[config.mk]
export PLATFORM = sky130hd
export DESIGN_NAME = cdr_loop_filter
export DESIGN_NICKNAME = d
export VERILOG_FILES = /design/src/rtl/cdr_pkg.sv /design/src/rtl/sync_2ff.sv /design/src/rtl/cdr_loop_filter.sv
export SDC_FILE = /design/constraint.sdc
export NUM_CORES = 1
export LEC_CHECK = 0
export ABC_CLOCK_PERIOD_IN_PS = 12200
export CORE_MARGIN = 4
export CORE_UTILIZATION = 50
export CTS_CLUSTER_DIAMETER = 30
export DETAILED_ROUTE_END_ITERATION = 8
export PLACE_DENSITY_LB_ADDON = 0.25
export SLEW_MARGIN = 20
export SYNTH_ARGS = -nofsm -noshare
export SYNTH_HDL_FRONTEND = slang
export SYNTH_SLANG_ARGS = --single-unit
[constraint.sdc]
create_clock -name refclk -period 12.2 [get_ports refclk]
set_input_delay 2.44 -clock refclk [delete_from_list [all_inputs] [get_ports refclk]]
set_output_delay 2.44 -clock refclk [all_outputs]
set_load 0.01 [all_outputs]
[src/rtl/cdr_pkg.sv]
// Shared types and helpers for the CDR loop filter: FSM state encoding and
// the saturating adder used by both the integrator and the control-word clamp.
package cdr_pkg;

  typedef enum logic [1:0] {
    IDLE,
    ACQ,
    TRACK
  } cdr_lf_state_t;

  typedef struct packed {
    logic signed [31:0] value;
    logic               clamped;
  } sat_res_t;

  // Sum is formed one bit wider than the operands so the bound checks never see a wrapped result.
  function automatic sat_res_t sat_add(input logic signed [31:0] a,
                                       input logic signed [31:0] b,
                                       input logic signed [31:0] lo,
                                       input logic signed [31:0] hi);
    logic signed [32:0] s;
    sat_res_t r;
    s = 33'(a) + 33'(b);
    r.clamped = 1'b1;
    if (s < lo) begin
      r.value = lo;
    end else if (s > hi) begin
      r.value = hi;
    end else begin
      r.value   = s[31:0];
      r.clamped = 1'b0;
    end
    return r;
  endfunction

endpackage

[src/rtl/sync_2ff.sv]
// Two-flop synchronizer for a single asynchronous level into the clk domain.
module sync_2ff (
  input  logic clk,
  input  logic rst,
  input  logic d,
  output logic q
);

  logic meta;

  always_ff @(posedge clk) begin
    if (rst) begin
      meta <= 1'b0;
      q    <= 1'b0;
    end else begin
      meta <= d;
      q    <= meta;
    end
  end

endmodule

[src/rtl/cdr_loop_filter.sv]
// Proportional-integral loop filter turning PFD up/down pulses into a saturated
// oscillator control word, updated once per DECIM-cycle window, with lock detect.
module cdr_loop_filter
  import cdr_pkg::*;
#(
  parameter int CW       = 10,
  parameter int IW       = 16,
  parameter int DECIM    = 8,
  parameter int KP_SHIFT = 2,
  parameter int KI_SHIFT = 6,
  parameter int LOCK_CNT = 16
) (
  input  logic          refclk,
  input  logic          rst,
  input  logic          en,
  input  logic          up,
  input  logic          down,
  output logic [CW-1:0] ctrl,
  output logic          ctrl_valid,
  output logic          locked,
  output logic          sat
);

  localparam int WCW      = $clog2(DECIM);
  localparam int WW       = WCW + 2;
  localparam int QW       = $clog2(LOCK_CNT + 1);
  localparam int CTRL_MID = 2 ** (CW - 1);
  localparam logic signed [31:0] IMAX = 32'sd2 ** (IW - 1) - 32'sd1;
  localparam logic signed [31:0] IMIN = -(32'sd2 ** (IW - 1));
  localparam logic signed [31:0] CMAX = 32'sd2 ** CW - 32'sd1;

  logic up_s, down_s;

  sync_2ff u_sync_up   (.clk(refclk), .rst(rst), .d(up),   .q(up_s));
  sync_2ff u_sync_down (.clk(refclk), .rst(rst), .d(down), .q(down_s));

  cdr_lf_state_t        state;
  logic [WCW-1:0]       win_cnt;
  logic signed [WW-1:0] werr;
  logic signed [IW-1:0] integ;
  logic [QW-1:0]        quiet_cnt;

  logic signed [WW-1:0] e;
  logic signed [WW-1:0] werr_full;
  logic signed [31:0]   werr_ext;
  logic signed [31:0]   integ_new;
  logic signed [31:0]   ctrl_base;
  logic signed [31:0]   ctrl_new;
  sat_res_t             res_i;
  sat_res_t             res_c;
  logic                 close;
  logic                 quiet;
  logic                 wild;
  logic [QW-1:0]        qc_inc;

  // Window-close datapath: werr_full already includes this cycle's error.
  always_comb begin
    e = '0;
    if (up_s && !down_s) begin
      e = WW'(1);
    end else if (down_s && !up_s) begin
      e = '1;
    end
    werr_full = werr + e;
    werr_ext  = 32'(werr_full);
    res_i     = sat_add(32'(integ), werr_ext, IMIN, IMAX);
    integ_new = res_i.value;
    ctrl_base = CTRL_MID + (integ_new >>> KI_SHIFT);
    res_c     = sat_add(ctrl_base, werr_ext <<< KP_SHIFT, 32'sd0, CMAX);
    ctrl_new  = res_c.value;
    close     = (state != IDLE) && (win_cnt == WCW'(DECIM - 1));
    quiet     = (werr_ext >= -32'sd1) && (werr_ext <= 32'sd1);
    wild      = (werr_ext > DECIM / 2) || (werr_ext < -(DECIM / 2));
    qc_inc    = quiet_cnt + QW'(1);
  end

  logic unused_bits;
  assign unused_bits = ^{integ_new[31:IW], ctrl_new[31:CW], res_i.clamped};

  // A close always commits its update, even when en drops on that same cycle.
  always_ff @(posedge refclk) begin
    if (rst) begin
      state      <= IDLE;
      win_cnt    <= '0;
      werr       <= '0;
      integ      <= '0;
      quiet_cnt  <= '0;
      ctrl       <= CW'(CTRL_MID);
      ctrl_valid <= 1'b0;
      locked     <= 1'b0;
      sat        <= 1'b0;
    end else begin
      ctrl_valid <= 1'b0;
      if (close) begin
        integ      <= integ_new[IW-1:0];
        ctrl       <= ctrl_new[CW-1:0];
        sat        <= res_c.clamped;
        ctrl_valid <= 1'b1;
      end
      if (!en) begin
        state     <= IDLE;
        locked    <= 1'b0;
        win_cnt   <= '0;
        werr      <= '0;
        quiet_cnt <= '0;
      end else begin
        case (state)
          IDLE: begin
            state   <= ACQ;
            win_cnt <= '0;
            werr    <= '0;
          end
          ACQ, TRACK: begin
            if (close) begin
              win_cnt <= '0;
              werr    <= '0;
            end else begin
              win_cnt <= win_cnt + WCW'(1);
              werr    <= werr_full;
            end
            if (close && state == ACQ) begin
              if (quiet) begin
                quiet_cnt <= qc_inc;
                if (qc_inc == QW'(LOCK_CNT)) begin
                  state  <= TRACK;
                  locked <= 1'b1;
                end
              end else begin
                quiet_cnt <= '0;
              end
            end
            if (close && state == TRACK && wild) begin
              state     <= ACQ;
              locked    <= 1'b0;
              quiet_cnt <= '0;
            end
          end
          default: state <= IDLE;
        endcase
      end
    end
  end

endmodule
==> results.toml, run 1 <==
[status]
outcome = "finished, final reports clean"

[clock_network]
postCtsSetupBuffers = 0
cts_max_path_buffers = 2
cts_resized = 0
clk_pin_slew_ns = 0.09
numCtsBuffers = 5
cts_sinks = 48
cts-root-buf = "clkbuf_8"
ctsHtreeMaxLevel = 2
cts_tree = "yes"
cts.hold.buffers_added = 0
worstSkewPairLatency_ns = 0.30

[route]
drt_iter0_markers = 274
vias = 3260
drc_errors = 0
wl_per_cell_um = 15.3
via_per_inst = 5.86
dr.pass1.iters = 4
routed_wl_um = 8510
ant_nets = 0

[final_layout]
nets = 515
fill_cells = 660
syn_to_final_growth_pct = 8.93
diodes = 0
design_area_sq_um = 4040
drive_gt1_share_pct = 5.03

[synthesis]
synth_most_common_cell = "ha_1"
yosys_register_bits = 48
async_reset_ff_share_pct = 0
ys_seq_area_share_pct = 25.9
synth_cell_type_count = 60
postSynthAreaPerCell_sq_um = 8.32
synth_common_cells = "ha_1, dfxtp_1, nor2_1, o21ai_0, a21oi_1"
synth_edf_count = 0
synth_top_cell_area_share_pct = 25.9
synth_area_sq_um = 3710
yosys_warnings = 0
synthCells = 446
ys.flop_type = "dfxtp_1"
synthTopCellsByArea = "dfxtp_1, ha_1, o21ai_0, a21oi_1, nor2_1"
synth_largest_area_cell = "dfxtp_1"
syn_nets = 505

[timing]
finalHoldViolCount = 0
slew-limit-headroom_pct = 48.9
worstMarginPinSlew_ns = 0.764
hold_ws_ns = 0.444
min_period_ns = 8.41
fmax_mhz = 119
fin_tns_setup_ns = 0
skew_ns = 0.00575
rsz0062_at_grt = "false"
setup_viol = 0
fin_crit_sh_pct = 69.0
slew_viol_final = 0

[pwr]
pwr-share-clk_pct = 32.4
p_leak_nw = 1.74
p_comb_share_pct = 18.1
switching_share_pct = 29.4
seqPwrFrac_pct = 49.5
switching_power_mw = 0.0940
ir_worst_vdd_mv = 0.0495
power.density_nw_per_um2 = 79.1
internal-power_mw = 0.226

[die]
fp-row-count = 31
die_area_sq_um = 8860
die_w_um = 94.2
ios = 18
start_util_pct = 51.4
coreArea_sq_um = 7210
die_y_um = 94.2

[setup_path]
path_max_fanout = 25
crit_path_start_kind = "flop"
critPathLaunch = "u_sync_up.q"
worstPathArrival_ns = 8.61
end_kind = "flop"
r2r-start = "u_sync_up.q"
worstSetupPathType = "flop to flop"
critPathSlowestCell = "and2_2"
crit_required_ns = 12.39
critPathMaxStageDelay_ns = 0.52
crit_top_cell = "ha_1"

[placement]
post-dp-hpwl_um = 6390
io_buffer_count = 17
placed_cell_area_sq_um = 3940
place.gp.congestion = 0.941

[global_routing]
grt_overflow_total = 0
grt_pass1_wl_um = 14600
antenna_found_initial = 0
grt_max_degree = 26
grt_pass1_vias = 3082
grt_usage_pct = 20.2

[run]
maxCapViolCount = 0

[min_path]
hp-start = "u_sync_down.meta"
hold_class = "flop to flop"
[power groups by stage]
stage | combinational [mW] | clock, mW | sequential (mW)
after floorplan | 0.0441 | 0 | 0.162
after CTS | 0.0570 | 0.107 | 0.158
after detailed placement | 0.0565 | 0 | 0.162
final | 0.0579 | 0.104 | 0.158
after global routing | 0.0646 | 0.112 | 0.158
after global placement | 0.0561 | 0 | 0.162
[metal layers]
| layer | wire length, um | GRT usage (%) | share of wire [%] | up-vias |
|---|---|---|---|---|
| met4 | 188 | 6.86 | 2.2 | 0 |
| met5 | 0 | 0 | 0 | - |
| met1 | 4100 | 28.0 | 48 | 1504 |
| met3 | 335 | 2.40 | 3.9 | 17 |
| met2 | 3880 | 32.4 | 46 | 81 |
| li1 | - | - | - | 1658 |
[final timing paths]
kind | slack [ns] | endpoint | cells after the start
worst max register to register | 3.79 | ctrl[1] | 35
worst min-delay path | 0.44 | u_sync_down.q | 1
worst min register to register | 0.44 | u_sync_down.q | 1
worst max-delay path | 3.79 | ctrl[1] | 35
[flip-flops by register name, indices dropped and copies added (netlist names)]
register          flops
u_sync_down.meta      1
win_cnt               3
u_sync_up.meta        1
ctrl_valid            1
integ                16
werr                  5
ctrl                 10
sat                   1
locked                1
state                 2
u_sync_up.q           1
quiet_cnt             5
u_sync_down.q         1
[placed cells by master, fill, tap and decap left out, types with 3 or more instances in the layout]
| cell | instances |
|---|---|
| a211oi_1 | 15 |
| a22oi_1 | 6 |
| and3_1 | 8 |
| nand3_1 | 10 |
| nor2_1 | 39 |
| dfxtp_1 | 48 |
| nand2b_1 | 5 |
| xor2_1 | 5 |
| a22o_1 | 3 |
| inv_1 | 24 |
| clkdlybuf4s50_1 | 17 |
| a311oi_1 | 3 |
| clkbuf_8 | 6 |
| ha_1 | 52 |
| nand4_1 | 4 |
| or3_1 | 3 |
| a221o_1 | 4 |
| xnor2_1 | 16 |
| o22ai_1 | 6 |
| o21a_1 | 7 |
| a21o_1 | 8 |
| nand2_1 | 30 |
| nor3_1 | 7 |
| nor2b_1 | 12 |
| o211ai_1 | 5 |
| o21ai_0 | 34 |
| a21oi_1 | 32 |
| mux2i_1 | 4 |
[metrics by stage]
stage | util [%] | total power, mW | worst slack, ns | instances
after floorplan | - | 0.206 | 4.63 | 446
after global placement | 54.6 | 0.218 | 3.98 | 548
after detailed placement | 54.6 | 0.218 | 3.60 | 548
after CTS | 56.0 | 0.323 | 3.59 | 556
after global routing | 56.0 | 0.335 | 3.23 | 556
final | 56.0 | 0.320 | 3.79 | 556
[worst max-delay path: cells and delay by family, from the launching register on]
| family | cells | cell delay (ns) |
|---|---|---|
| and+or+nand+nor | 8 | 1.70 |
| DFF | 1 | 0.32 |
| xor gates and xnor gates | 1 | 0.14 |
| muxes | 1 | 0.13 |
| buffers and inverters | 4 | 0.33 |
| adders and majority gates | 8 | 1.98 |
| AOI/OAI and AO/OA | 13 | 3.67 |
[logic make-up (layout without fill, tap and decap cells)]
family                     count (synthesis)  count (layout)  synth area share [%]
xor gates and xnor gates                  21              21                  4.96
and+or+nand+nor                          133             133                  17.9
muxes                                      4               4                  1.08
AOI/OAI and AO/OA                        145             145                  26.9
buffers and inverters                     40              51                  4.42
DFF                                       48              48                  25.9
adders and majority gates                 55              55                  18.9
[layout make-up]
cell class	count	area [sq um]	share of cell area (%)
clock buffers	6	82.6	2.04
clock inverters	2	13.8	0.340
inverters	25	93.8	2.32
multi-input cells	358	2590	64.1
flip-flops and latches	48	961	23.8
well taps	99	124	3.06
repair buffers	18	178	4.39
No activity file was read; power rests on OpenSTA's default activity.
==> run 2, diff against run 1 <==
--- a/config.mk
+++ b/config.mk
@@ -5,7 +5,7 @@
 export SDC_FILE = /design/constraint.sdc
 export NUM_CORES = 1
 export LEC_CHECK = 0
-export ABC_CLOCK_PERIOD_IN_PS = 12200
+export ABC_CLOCK_PERIOD_IN_PS = 7200
 export CORE_MARGIN = 4
 export CORE_UTILIZATION = 50
 export CTS_CLUSTER_DIAMETER = 30
==> constraint.sdc (replaced) <==
create_clock -name refclk -period 7.2 [get_ports refclk]
set_input_delay 1.44 -clock refclk [delete_from_list [all_inputs] [get_ports refclk]]
set_output_delay 1.44 -clock refclk [all_outputs]
set_load 0.01 [all_outputs]
==> run 2 against run 1 <==
Via count rose by 3.7%. Sequential power rose by 70%. Combinational power rose by 95%. Utilization rose by 3.9 points.
==> results.toml, run 2 (same netlist as run 1, synthesis figures left out) <==
[status]
outcome = "finished, final reports clean"

[setup_path]
critPathMaxStageDelay_ns = 0.34
worstSetupPathType = "flop to flop"
r2r_cells = 35
critPathSlowestCell = "ha_1"
crit_required_ns = 7.40
path_max_fanout = 6
r2r-start = "u_sync_up.q"
end_kind = "flop"
crit_top_cell = "ha_1"
r2r_slack_ns = 0.44
r2r-end = "ctrl[1]"
worstPathArrival_ns = 6.96
crit_path_start_kind = "flop"

[placement]
post-dp-hpwl_um = 6470
io_buffer_count = 17
placed_cell_area_sq_um = 4090
place_ws_ns = -0.0664
place_inst = 564
place.gp.congestion = 0.896

[die]
fp-row-count = 31
die_area_sq_um = 8860
die_w_um = 94.2
ios = 18
start_util_pct = 51.4
coreArea_sq_um = 7210
die_y_um = 94.2

[clock_network]
cts.hold.buffers_added = 0
clk_pin_slew_ns = 0.09
cts_max_path_buffers = 2
cts_sinks = 48
cts_tree = "yes"
worstSkewPairLatency_ns = 0.31
ctsHtreeMaxLevel = 2
cts-root-buf = "clkbuf_8"
numCtsBuffers = 5

[route]
wl_per_cell_um = 15.3
dr.pass1.iters = 5
via_per_inst = 5.84
drc_errors = 0
vias = 3379
routed_wl_um = 8860
drt_iter0_markers = 155
ant_nets = 0

[global_routing]
grt_pass1_vias = 3207
grt_max_degree = 20
grt_pass1_wl_um = 14900
grt_usage_pct = 20.7
grt_overflow_total = 0
antenna_found_initial = 0

[timing]
fin_crit_sh_pct = 93.9
min_period_ns = 6.76
fmax_mhz = 148
finalHoldViolCount = 0
setup_viol = 0
worstMarginPinSlew_ns = 0.734
fin_ws_ns = 0.440
hold_ws_ns = 0.457
slew-limit-headroom_pct = 50.7
skew_ns = 0.00715
fin_tns_setup_ns = 0
rsz0062_at_grt = "false"
slew_viol_final = 0

[pwr]
finalPower_mw = 0.544
p_leak_nw = 1.84
power.density_nw_per_um2 = 126
ir_worst_vdd_mv = 0.112

[run]
maxCapViolCount = 0

[final_layout]
syn_to_final_growth_pct = 16.5
largest_register_ff_count = 16
finalNonFillerCells = 579
drive_gt1_share_pct = 14.4
design_area_sq_um = 4320
mostFrequentLayoutCells = "ha_1, dfxtp_1, nor2_1, nand2_1, o21ai_0"
regMostFlops = "integ"
nets = 538
utilization_pct = 59.9
top_regs = "integ: 16 flops, ctrl: 10 flops"
diodes = 0

[min_path]
hold_class = "flop to flop"
hp-start = "u_sync_down.meta"
hold_path_depth = 1
whs_endpoint = "u_sync_down.q"
-- run 2: cell count changes in the layout (fill, tap and decap cells not counted), sizes merged --
cell,delta
buf,+22
clkinv,+2
clkbuf,-1
and2,+1
inv,-1
-- run 2: metal layers --
metal	share of wire [%]	GRT usage [%]	up-vias
met5	0	0	-
met1	48	27.6	1595
met3	3.6	4.09	10
li1	-	-	1708
met4	1.1	5.05	0
met2	47	34.3	66
-- run 2: critical path: cells and delay by family (launching register included) --
| kind | cells | cell delay [ns] |
|---|---|---|
| XOR/XNOR | 1 | 0.12 |
| buffers and inverters | 5 | 0.53 |
| AND/OR/NAND/NOR | 6 | 1.22 |
| flip-flops | 1 | 0.31 |
| multiplexers | 1 | 0.12 |
| adder cells (fa/ha/maj) | 7 | 1.71 |
| AO/OA/AOI/OAI | 15 | 2.60 |
-- run 2: repair_timing --
| item | in CTS | in global routing |
|---|---|---|
| setup buffers | 2 | 4 |
| pin swaps | 0 | 5 |
| gates resized for setup | 1 | 30 |
| cloned | 0 | 1 |
| setup endpoints to repair | 10 | 11 |
-- run 2: worst max path at each step --
stage | start | endpoint | slack (ns) | cells after the start
final | u_sync_up.q | ctrl[1] | 0.44 | 35
after global routing | u_sync_up.q | ctrl[1] | 0.08 | 34
after CTS | u_sync_up.q | ctrl[1] | 0.004 | 33
after detailed placement | u_sync_up.q | ctrl[1] | -0.07 | 32
after global placement | u_sync_up.q | ctrl[0] | 0.20 | 32
after floorplan | u_sync_up.q | ctrl[0] | 0.05 | 36
-- run 2: power breakdown --
part	internal, mW	switching, mW	leakage [nW]	total, mW
Clock	0.0679	0.0947	0.0479	0.163
Sequential	0.267	0.00108	0.388	0.268
Combinational	0.0478	0.0657	1.41	0.113
Total	0.383	0.161	1.84	0.544
-- run 2: area by class of cell --
type / instances / area, sq um
timing repair buffer: 40 / 343
fill: 654 / 2890
clock inverter: 3 / 18.8
tap: 99 / 124
clock buffer: 5 / 68.8
multi-input combinational: 359 / 2710
sequential: 48 / 961
inverter: 25 / 93.8
